`src/rtl/dispatcher_rr_if.sv`:
```
// Valid/ready bundle for dispatcher_rr: one upstream slave channel and two downstream master channels.
// The slave modport is the dispatcher's view; master is the environment's view.
interface dispatcher_rr_if #(
    parameter int DWIDTH = 8
);
    logic              in_valid;
    logic [DWIDTH-1:0] in_data;
    logic              in_ready;
    logic              out_0_valid;
    logic [DWIDTH-1:0] out_0_data;
    logic              out_0_ready;
    logic              out_1_valid;
    logic [DWIDTH-1:0] out_1_data;
    logic              out_1_ready;

    modport slave (
        input  in_valid, in_data, out_0_ready, out_1_ready,
        output in_ready, out_0_valid, out_0_data, out_1_valid, out_1_data
    );

    modport master (
        output in_valid, in_data, out_0_ready, out_1_ready,
        input  in_ready, out_0_valid, out_0_data, out_1_valid, out_1_data
    );
endinterface

```
`src/rtl/dispatcher_rr.sv`:
```
// 1-in / 2-out round-robin dispatcher with one registered slot per output.
// Optional transfer counters count_0/count_1 under macro DISPATCHER_RR_STATS_EN.
module dispatcher_rr #(
    parameter int DWIDTH     = 8,
    parameter int PRIORITY_0 = 1
) (
    input  logic                clk,
    input  logic                rst,
    dispatcher_rr_if.slave      bus
`ifdef DISPATCHER_RR_STATS_EN
    ,
    output logic [15:0]         count_0,
    output logic [15:0]         count_1
`endif
);
    localparam logic RST_PTR = (PRIORITY_0 == 1) ? 1'b0 : 1'b1;

    logic [1:0]             r_vld;
    logic [1:0][DWIDTH-1:0] r_data;
    logic                   r_rr_ptr;

    logic [1:0] w_ordy;
    logic [1:0] w_can;
    logic [1:0] w_drain;
    logic [1:0] w_load;
    logic       w_acc;
    logic       w_sel1;

    assign w_ordy  = {bus.out_1_ready, bus.out_0_ready};
    assign w_can   = ~r_vld | w_ordy;
    assign w_drain = r_vld & w_ordy;
    assign w_acc   = bus.in_valid & bus.in_ready;

    // Slot 1 wins when it is the only free slot, or both are free and the pointer says so.
    assign w_sel1 = w_can[1] & (~w_can[0] | r_rr_ptr);
    assign w_load = {w_acc & w_sel1, w_acc & ~w_sel1};

    assign bus.in_ready    = w_can[0] | w_can[1];
    assign bus.out_0_valid = r_vld[0];
    assign bus.out_0_data  = r_data[0];
    assign bus.out_1_valid = r_vld[1];
    assign bus.out_1_data  = r_data[1];

    always_ff @(posedge clk) begin
        if (rst) begin
            r_vld    <= '0;
            r_data   <= '0;
            r_rr_ptr <= RST_PTR;
        end else begin
            for (int k = 0; k < 2; k++) begin
                // A reload on the draining edge keeps the slot valid with the new beat.
                if (w_load[k]) begin
                    r_vld[k]  <= 1'b1;
                    r_data[k] <= bus.in_data;
                end else if (w_drain[k]) begin
                    r_vld[k] <= 1'b0;
                end
            end
            if (w_acc) begin
                r_rr_ptr <= ~w_sel1;
            end
        end
    end

`ifdef DISPATCHER_RR_STATS_EN
    logic [1:0][15:0] r_cnt;

    always_ff @(posedge clk) begin
        if (rst) begin
            r_cnt <= '0;
        end else begin
            for (int k = 0; k < 2; k++) begin
                if (w_drain[k]) begin
                    r_cnt[k] <= r_cnt[k] + 16'd1;
                end
            end
        end
    end

    assign count_0 = r_cnt[0];
    assign count_1 = r_cnt[1];
`endif

endmodule

```
`src/flat_wrapper.sv`:
```
// flat-port wrapper written by rule: the top's interface ports become plain ports
module dispatcher_rr_flat 
#(
    parameter int DWIDTH     = 8,
    parameter int PRIORITY_0 = 1
)
  (clk, rst, bus_in_valid, bus_in_data, bus_out_0_ready, bus_out_1_ready, bus_in_ready, bus_out_0_valid, bus_out_0_data, bus_out_1_valid, bus_out_1_data);
  dispatcher_rr_if #(.DWIDTH(DWIDTH)) bus_i ();
  input  logic clk;
  input  logic rst;
  input wire logic [$bits(bus_i.in_valid)-1:0] bus_in_valid;
  input wire logic [$bits(bus_i.in_data)-1:0] bus_in_data;
  input wire logic [$bits(bus_i.out_0_ready)-1:0] bus_out_0_ready;
  input wire logic [$bits(bus_i.out_1_ready)-1:0] bus_out_1_ready;
  output wire logic [$bits(bus_i.in_ready)-1:0] bus_in_ready;
  output wire logic [$bits(bus_i.out_0_valid)-1:0] bus_out_0_valid;
  output wire logic [$bits(bus_i.out_0_data)-1:0] bus_out_0_data;
  output wire logic [$bits(bus_i.out_1_valid)-1:0] bus_out_1_valid;
  output wire logic [$bits(bus_i.out_1_data)-1:0] bus_out_1_data;
  assign bus_i.in_valid = bus_in_valid;
  assign bus_i.in_data = bus_in_data;
  assign bus_i.out_0_ready = bus_out_0_ready;
  assign bus_i.out_1_ready = bus_out_1_ready;
  assign bus_in_ready = bus_i.in_ready;
  assign bus_out_0_valid = bus_i.out_0_valid;
  assign bus_out_0_data = bus_i.out_0_data;
  assign bus_out_1_valid = bus_i.out_1_valid;
  assign bus_out_1_data = bus_i.out_1_data;
  dispatcher_rr #(.DWIDTH(DWIDTH), .PRIORITY_0(PRIORITY_0)) u_core (.clk(clk), .rst(rst), .bus(bus_i));
endmodule
```
`config.mk`:
```
export PLATFORM = sky130hd
export DESIGN_NAME = dispatcher_rr_flat
export DESIGN_NICKNAME = d
export VERILOG_FILES = /design/src/rtl/dispatcher_rr_if.sv /design/src/rtl/dispatcher_rr.sv /design/src/flat_wrapper.sv
export SDC_FILE = /design/constraint.sdc
export NUM_CORES = 1
export LEC_CHECK = 0
export BUFFER_PORTS_ARGS = -buffer_cell sky130_fd_sc_hd__buf_4
export CELL_PAD_IN_SITES_DETAIL_PLACEMENT = 1
export CELL_PAD_IN_SITES_GLOBAL_PLACEMENT = 1
export CORE_UTILIZATION = 34
export CTS_CLUSTER_SIZE = 40
export DETAILED_ROUTE_END_ITERATION = 7
export GPL_TIMING_DRIVEN = 0
export HOLD_SLACK_MARGIN = 0.1
export PLACE_DENSITY = 0.8
export SLEW_MARGIN = 10
export SYNTH_ARGS = -nofsm -noshare
export SYNTH_HDL_FRONTEND = slang
export SYNTH_SLANG_ARGS = --single-unit
```
`constraint.sdc`:
```
create_clock -name clk -period 1.4 [get_ports clk]
set_input_delay 0.28 -clock clk [delete_from_list [all_inputs] [get_ports clk]]
set_output_delay 0.28 -clock clk [all_outputs]
set_load 0.005 [all_outputs]
```
==> results.toml, run 1 <==
[floorplan]
dieWidth_um = 51.10
core_sq_mm = 0.002233
die_area_sq_mm = 0.002611
initial_core_util = 0.3669
io_pins = 32
num_rows = 17
die_y_um = 51.10

[clock_network]
postCtsSetupBuffers = 0
clk_latency_ps = 290
cts_hold_buffers = 0
htree_levels = 1
cts_made_buffers = 3
clk_path_buf_depth = 2
cts_tree = "done"
root_buffer = "clkbuf_4"
numClockSinks = 19
cts_resized = 0
cts.clk_slew.worst_paths_ps = 110

[layout]
drive_above_1_share = 0.3604
utilization = 0.4997
syn_to_final_growth_pct = 36.18
instances_no_fill = 139
layout_common_cells = "31 x buf_4, 25 x nand2b_1, 19 x dfxtp_1"
fin_nets = 125
antenna_cells = 0
final_common_cell = "buf_4"

[critical_path]
end_kind = "primary output"
path_class = "register to primary output"
path_max_fanout = 3
critPathRequiredTime_ps = 1120
arrival_ps = 1030
crit_path_max_incr_delay_ps = 360
slowest_stage = "dfxtp_1"
path_cells = "nor2b_2, nand2_1, buf_4"
cp-start-kind = "register"

[timing]
worst_pin_slew_ps = 416.9
fin_crit_sh = 0.9360
finalHoldViolCount = 0
tns_ps = 0
fin_skew_ps = 9.458
min_period_ps = 1310
report.final.slew_viol_count = 0
rsz0062_at_grt = "false"
relSlewSlack = 0.7221
setup_viol = 0
max_freq_mhz = 763.1

[drt]
wl_per_cell_um = 12.89
wl_um = 1792
vias = 647
detail-route-antenna-nets = 0
first_pass_iters = 4
first_iter_violations = 11
vias_per_cell = 4.655
drc = 0

[power]
power.total_mw = 1.077
power.static_leakage_nw = 0.5115
power.density_mw_per_mm2 = 964.7
irDropWorstVdd_mv = 0.5439

[grt]
grt_pass1_vias = 668
track_usage = 0.1620
grt-ovfl-total = 0
grt_antenna_before_repair = 0
grt_max_degree = 11
grt_pass1_wl_um = 3063

[placement]
io_buffer_count = 31
post-place-cells = 135
place.gp.congestion = 0.6665

[synthesis]
yosys-top-cells-area = "dfxtp_1 46%, mux2i_1 20%, nand2b_1 19%, buf_6 2.7%, a21oi_1 1.8%"
syn_avg_cell_area_sq_um = 10.78
synth_fp_nets = 89
ys_seq_area_frac = 0.4641
synth_area_sq_um = 819.5
synth_top_cell_by_area = "dfxtp_1"
ys_warn_count = 0
ys_ff_latch = 19
netlist.area_leader.share = 0.4641
ys_types = 15
syn_inst = 76

[outcome]
status = "completed"

[job]
drv_cap = 0

[hold_path]
holdCritPathClass = "input pin to register"
per-stage QoR:
step | area [sq um] | setup WS (ps) | hold slack, ps
3_5_place_dp | 1087 | 173.5 | 469.5
3_3_place_gp | 1087 | 216.1 | 461.7
4_1_cts | 1114 | 27.58 | 221.7
5_1_grt | 1116 | 7.890 | 242.8
6_report | 1116 | 89.58 | 233.0
2_1_floorplan | 819.5 | 321.4 | 396.1
critical path, delay by kind of cell, from the launching register on:
family,cells,cell delay (ps)
flops,1,360
simple gates,2,240
buf+inv,1,130
power breakdown:
part           total, mW  switching [mW]  internal (mW)
sequential         0.600          0.0225          0.578
combinational      0.207          0.0812          0.126
clock              0.269           0.159          0.111
total               1.08           0.262          0.814
state kept, by name, indices dropped and copies added, names as in the netlist:
signal / flops
u_core.bus.out_0_data: 8
u_core.bus.out_1_data: 8
u_core.r_rr_ptr: 1
u_core.r_vld: 2
path summary, 6_finish.rpt:
kind	startpoint	end	slack (ps)	depth (start not counted)
max	u_core.r_vld[1]	bus_in_ready	90	3
min	bus_in_valid	u_core.r_rr_ptr	230	2
max reg2reg	u_core.r_vld[0]	u_core.bus.out_0_data[0]	230	4
min reg2reg	u_core.bus.out_0_data[4]	u_core.bus.out_0_data[4]	480	2
cells by family after synthesis:
logic type	after synthesis	synth area share
simple gates	29	0.2336
buf+inv	5	0.04122
flops	19	0.4641
mux	16	0.1954
compound gates	7	0.06565
Yosys cell counts (all sizes together):
cell type / number
a311oi: 1
clkbuf: 2
mux2i: 16
or2b: 1
nand2: 1
nor2b: 2
buf: 2
nand2b: 25
o211ai: 2
dfxtp: 19
inv: 1
o211a: 1
a21oi: 3
metal layers:
| metal | global-route usage | wire, um | vias up |
|---|---|---|---|
| met4 | 0.06944 | 0 | 0 |
| met5 | 0 | 0 | - |
| met3 | 0.03571 | 123 | 0 |
| met2 | 0.2675 | 896 | 21 |
| li1 | - | - | 324 |
| met1 | 0.2004 | 772 | 302 |
layout make-up:
class,instances,area (sq um)
clock buffers,4,26.28
multi-input cells,52,407.9
flip-flops and latches,19,380.4
fillers,270,1117
plain buffers,4,30.03
repair buffers,31,232.7
inverters,1,3.754
well taps,28,35.03
Note: power is estimated with default switching activity, not from simulation.
==> run 2, diff against run 1 <==
Settings changed: MAX_ROUTING_LAYER from default to met4.
==> run 2 against run 1 <==
Global-route usage up 0.50 points. Critical path type unchanged. Hold slack about the same. Via count up 0.31%. Sequential power about the same. Critical path depth unchanged. Count of clock-buffer cells in the layout unchanged. Non-clock buffer count unchanged.
==> results.toml, run 2 (same netlist as run 1, synthesis figures left out) <==
[clock_network]
root_buffer = "clkbuf_4"
clk_path_buf_depth = 2
cts_tree = "done"
clk_latency_ps = 290
numClockSinks = 19
cts_hold_buffers = 0
htree_levels = 1
cts_made_buffers = 3
cts.clk_slew.worst_paths_ps = 110

[timing]
worst_pin_slew_ps = 416.9
setup_viol = 0
rsz0062_at_grt = "false"
fin_crit_sh = 0.9360
tns_ps = 0
setup_slack_ps = 89.61
fin_skew_ps = 9.314
relSlewSlack = 0.7220
report.final.slew_viol_count = 0
min_period_ps = 1310
max_freq_mhz = 763.1
finalHoldViolCount = 0

[placement]
io_buffer_count = 31
post-place-cells = 135
place_area_sq_mm = 0.001087
place.gp.congestion = 0.6728
dp_slack_ps = 173.5

[floorplan]
dieWidth_um = 51.10
num_rows = 17
die_area_sq_mm = 0.002611
core_sq_mm = 0.002233
initial_core_util = 0.3669
io_pins = 32
die_y_um = 51.10

[layout]
instances_no_fill = 139
final_common_cell = "buf_4"
fin_nets = 125
syn_to_final_growth_pct = 36.18
fin_area_sq_mm = 0.001116
layout_common_cells = "31 x buf_4, 25 x nand2b_1, 19 x dfxtp_1"
drive_above_1_share = 0.3604
antenna_cells = 0
num-fill-cells = 270

[grt]
grt_max_degree = 11
track_usage = 0.1670
grt_pass1_wl_um = 3077
grt_pass1_vias = 664
grt-ovfl-total = 0
grt_antenna_before_repair = 0

[drt]
drc = 0
vias = 649
first_iter_violations = 11
first_pass_iters = 4
wl_per_cell_um = 12.90
vias_per_cell = 4.669
detail-route-antenna-nets = 0
wl_um = 1793

[critical_path]
ff2ff_setup_slack_ps = 230
critPathRequiredTime_ps = 1120
path_max_fanout = 3
rr_worst_depth = 4
path_class = "register to primary output"
end_kind = "primary output"
cp-start-kind = "register"
r2r-end = "u_core.bus.out_0_data[0]"
arrival_ps = 1030
reg2reg_from = "u_core.r_vld[0]"

[power]
power.total_mw = 1.077
power.density_mw_per_mm2 = 964.8
irDropWorstVdd_mv = 0.5440
power.static_leakage_nw = 0.5115

[hold_path]
hold_end = "u_core.r_rr_ptr"
holdCritPathClass = "input pin to register"
min_path_cells = 2
hp-start = "bus_in_valid"

[job]
drv_cap = 0

[outcome]
status = "completed"
==> run 2: cell counts in the layout (fill, tap and decap cells not counted) <==
Identical to the previous run, type by type.
==> run 2: timing repair <==
item,in CTS,in global routing
setup buffers,0,0
endpoints found under the setup margin,0,1
endpoints found under the hold margin,0,0
resized for setup,0,1
==> run 2: power by group <==
group	internal (mW)	switching, mW	total (mW)	leakage, nW
clock	0.111	0.159	0.270	0.0150
sequential	0.578	0.0225	0.600	0.156
combinational	0.126	0.0812	0.207	0.341
total	0.814	0.263	1.08	0.512
==> run 2: area by class of cell <==
class | count | area, sq um | area share
Multi-Input combinational cell | 52 | 407.9 | 0.3655
Sequential cell | 19 | 380.4 | 0.3408
Timing Repair Buffer | 31 | 232.7 | 0.2085
Tap cell | 28 | 35.03 | 0.03139
Buffer | 4 | 30.03 | 0.02691
Clock buffer | 4 | 26.28 | 0.02354
Inverter | 1 | 3.754 | 0.003363
==> run 2: worst max-delay path by stage <==
stage,from,cells after the start,slack [ps],end
floorplan,u_core.r_vld[0],4,320,u_core.bus.out_0_data[0]
CTS,u_core.r_vld[1],3,30,bus_in_ready
global placement,bus_out_0_ready,5,220,u_core.bus.out_0_data[4]
global route,u_core.r_vld[1],3,8,bus_in_ready
detailed placement,bus_out_0_ready,5,170,u_core.bus.out_0_data[0]
finish,u_core.r_vld[1],3,90,bus_in_ready
==> run 2: metrics by stage <==
step | hold WS (ps) | utilization
floorplan | 396.1 | -
global placement | 461.7 | 0.4868
detailed placement | 469.5 | 0.4868
CTS | 221.7 | 0.4986
global route | 238.9 | 0.4997
finish | 232.8 | 0.4997
==> run 2: worst max-delay path, cell delays in order (launching register included) <==
cell	delay [ps]
dfxtp_1	360
nor2b_2	180
nand2_1	60
buf_4	130
==> run 2: layer usage <==
metal	up-vias	global-route usage	share of wire
met5	-	-	0
met2	21	0.2654	0.49
met1	302	0.2040	0.43
met4	0	0.06944	0.0033
li1	324	-	-
met3	2	0.03571	0.067
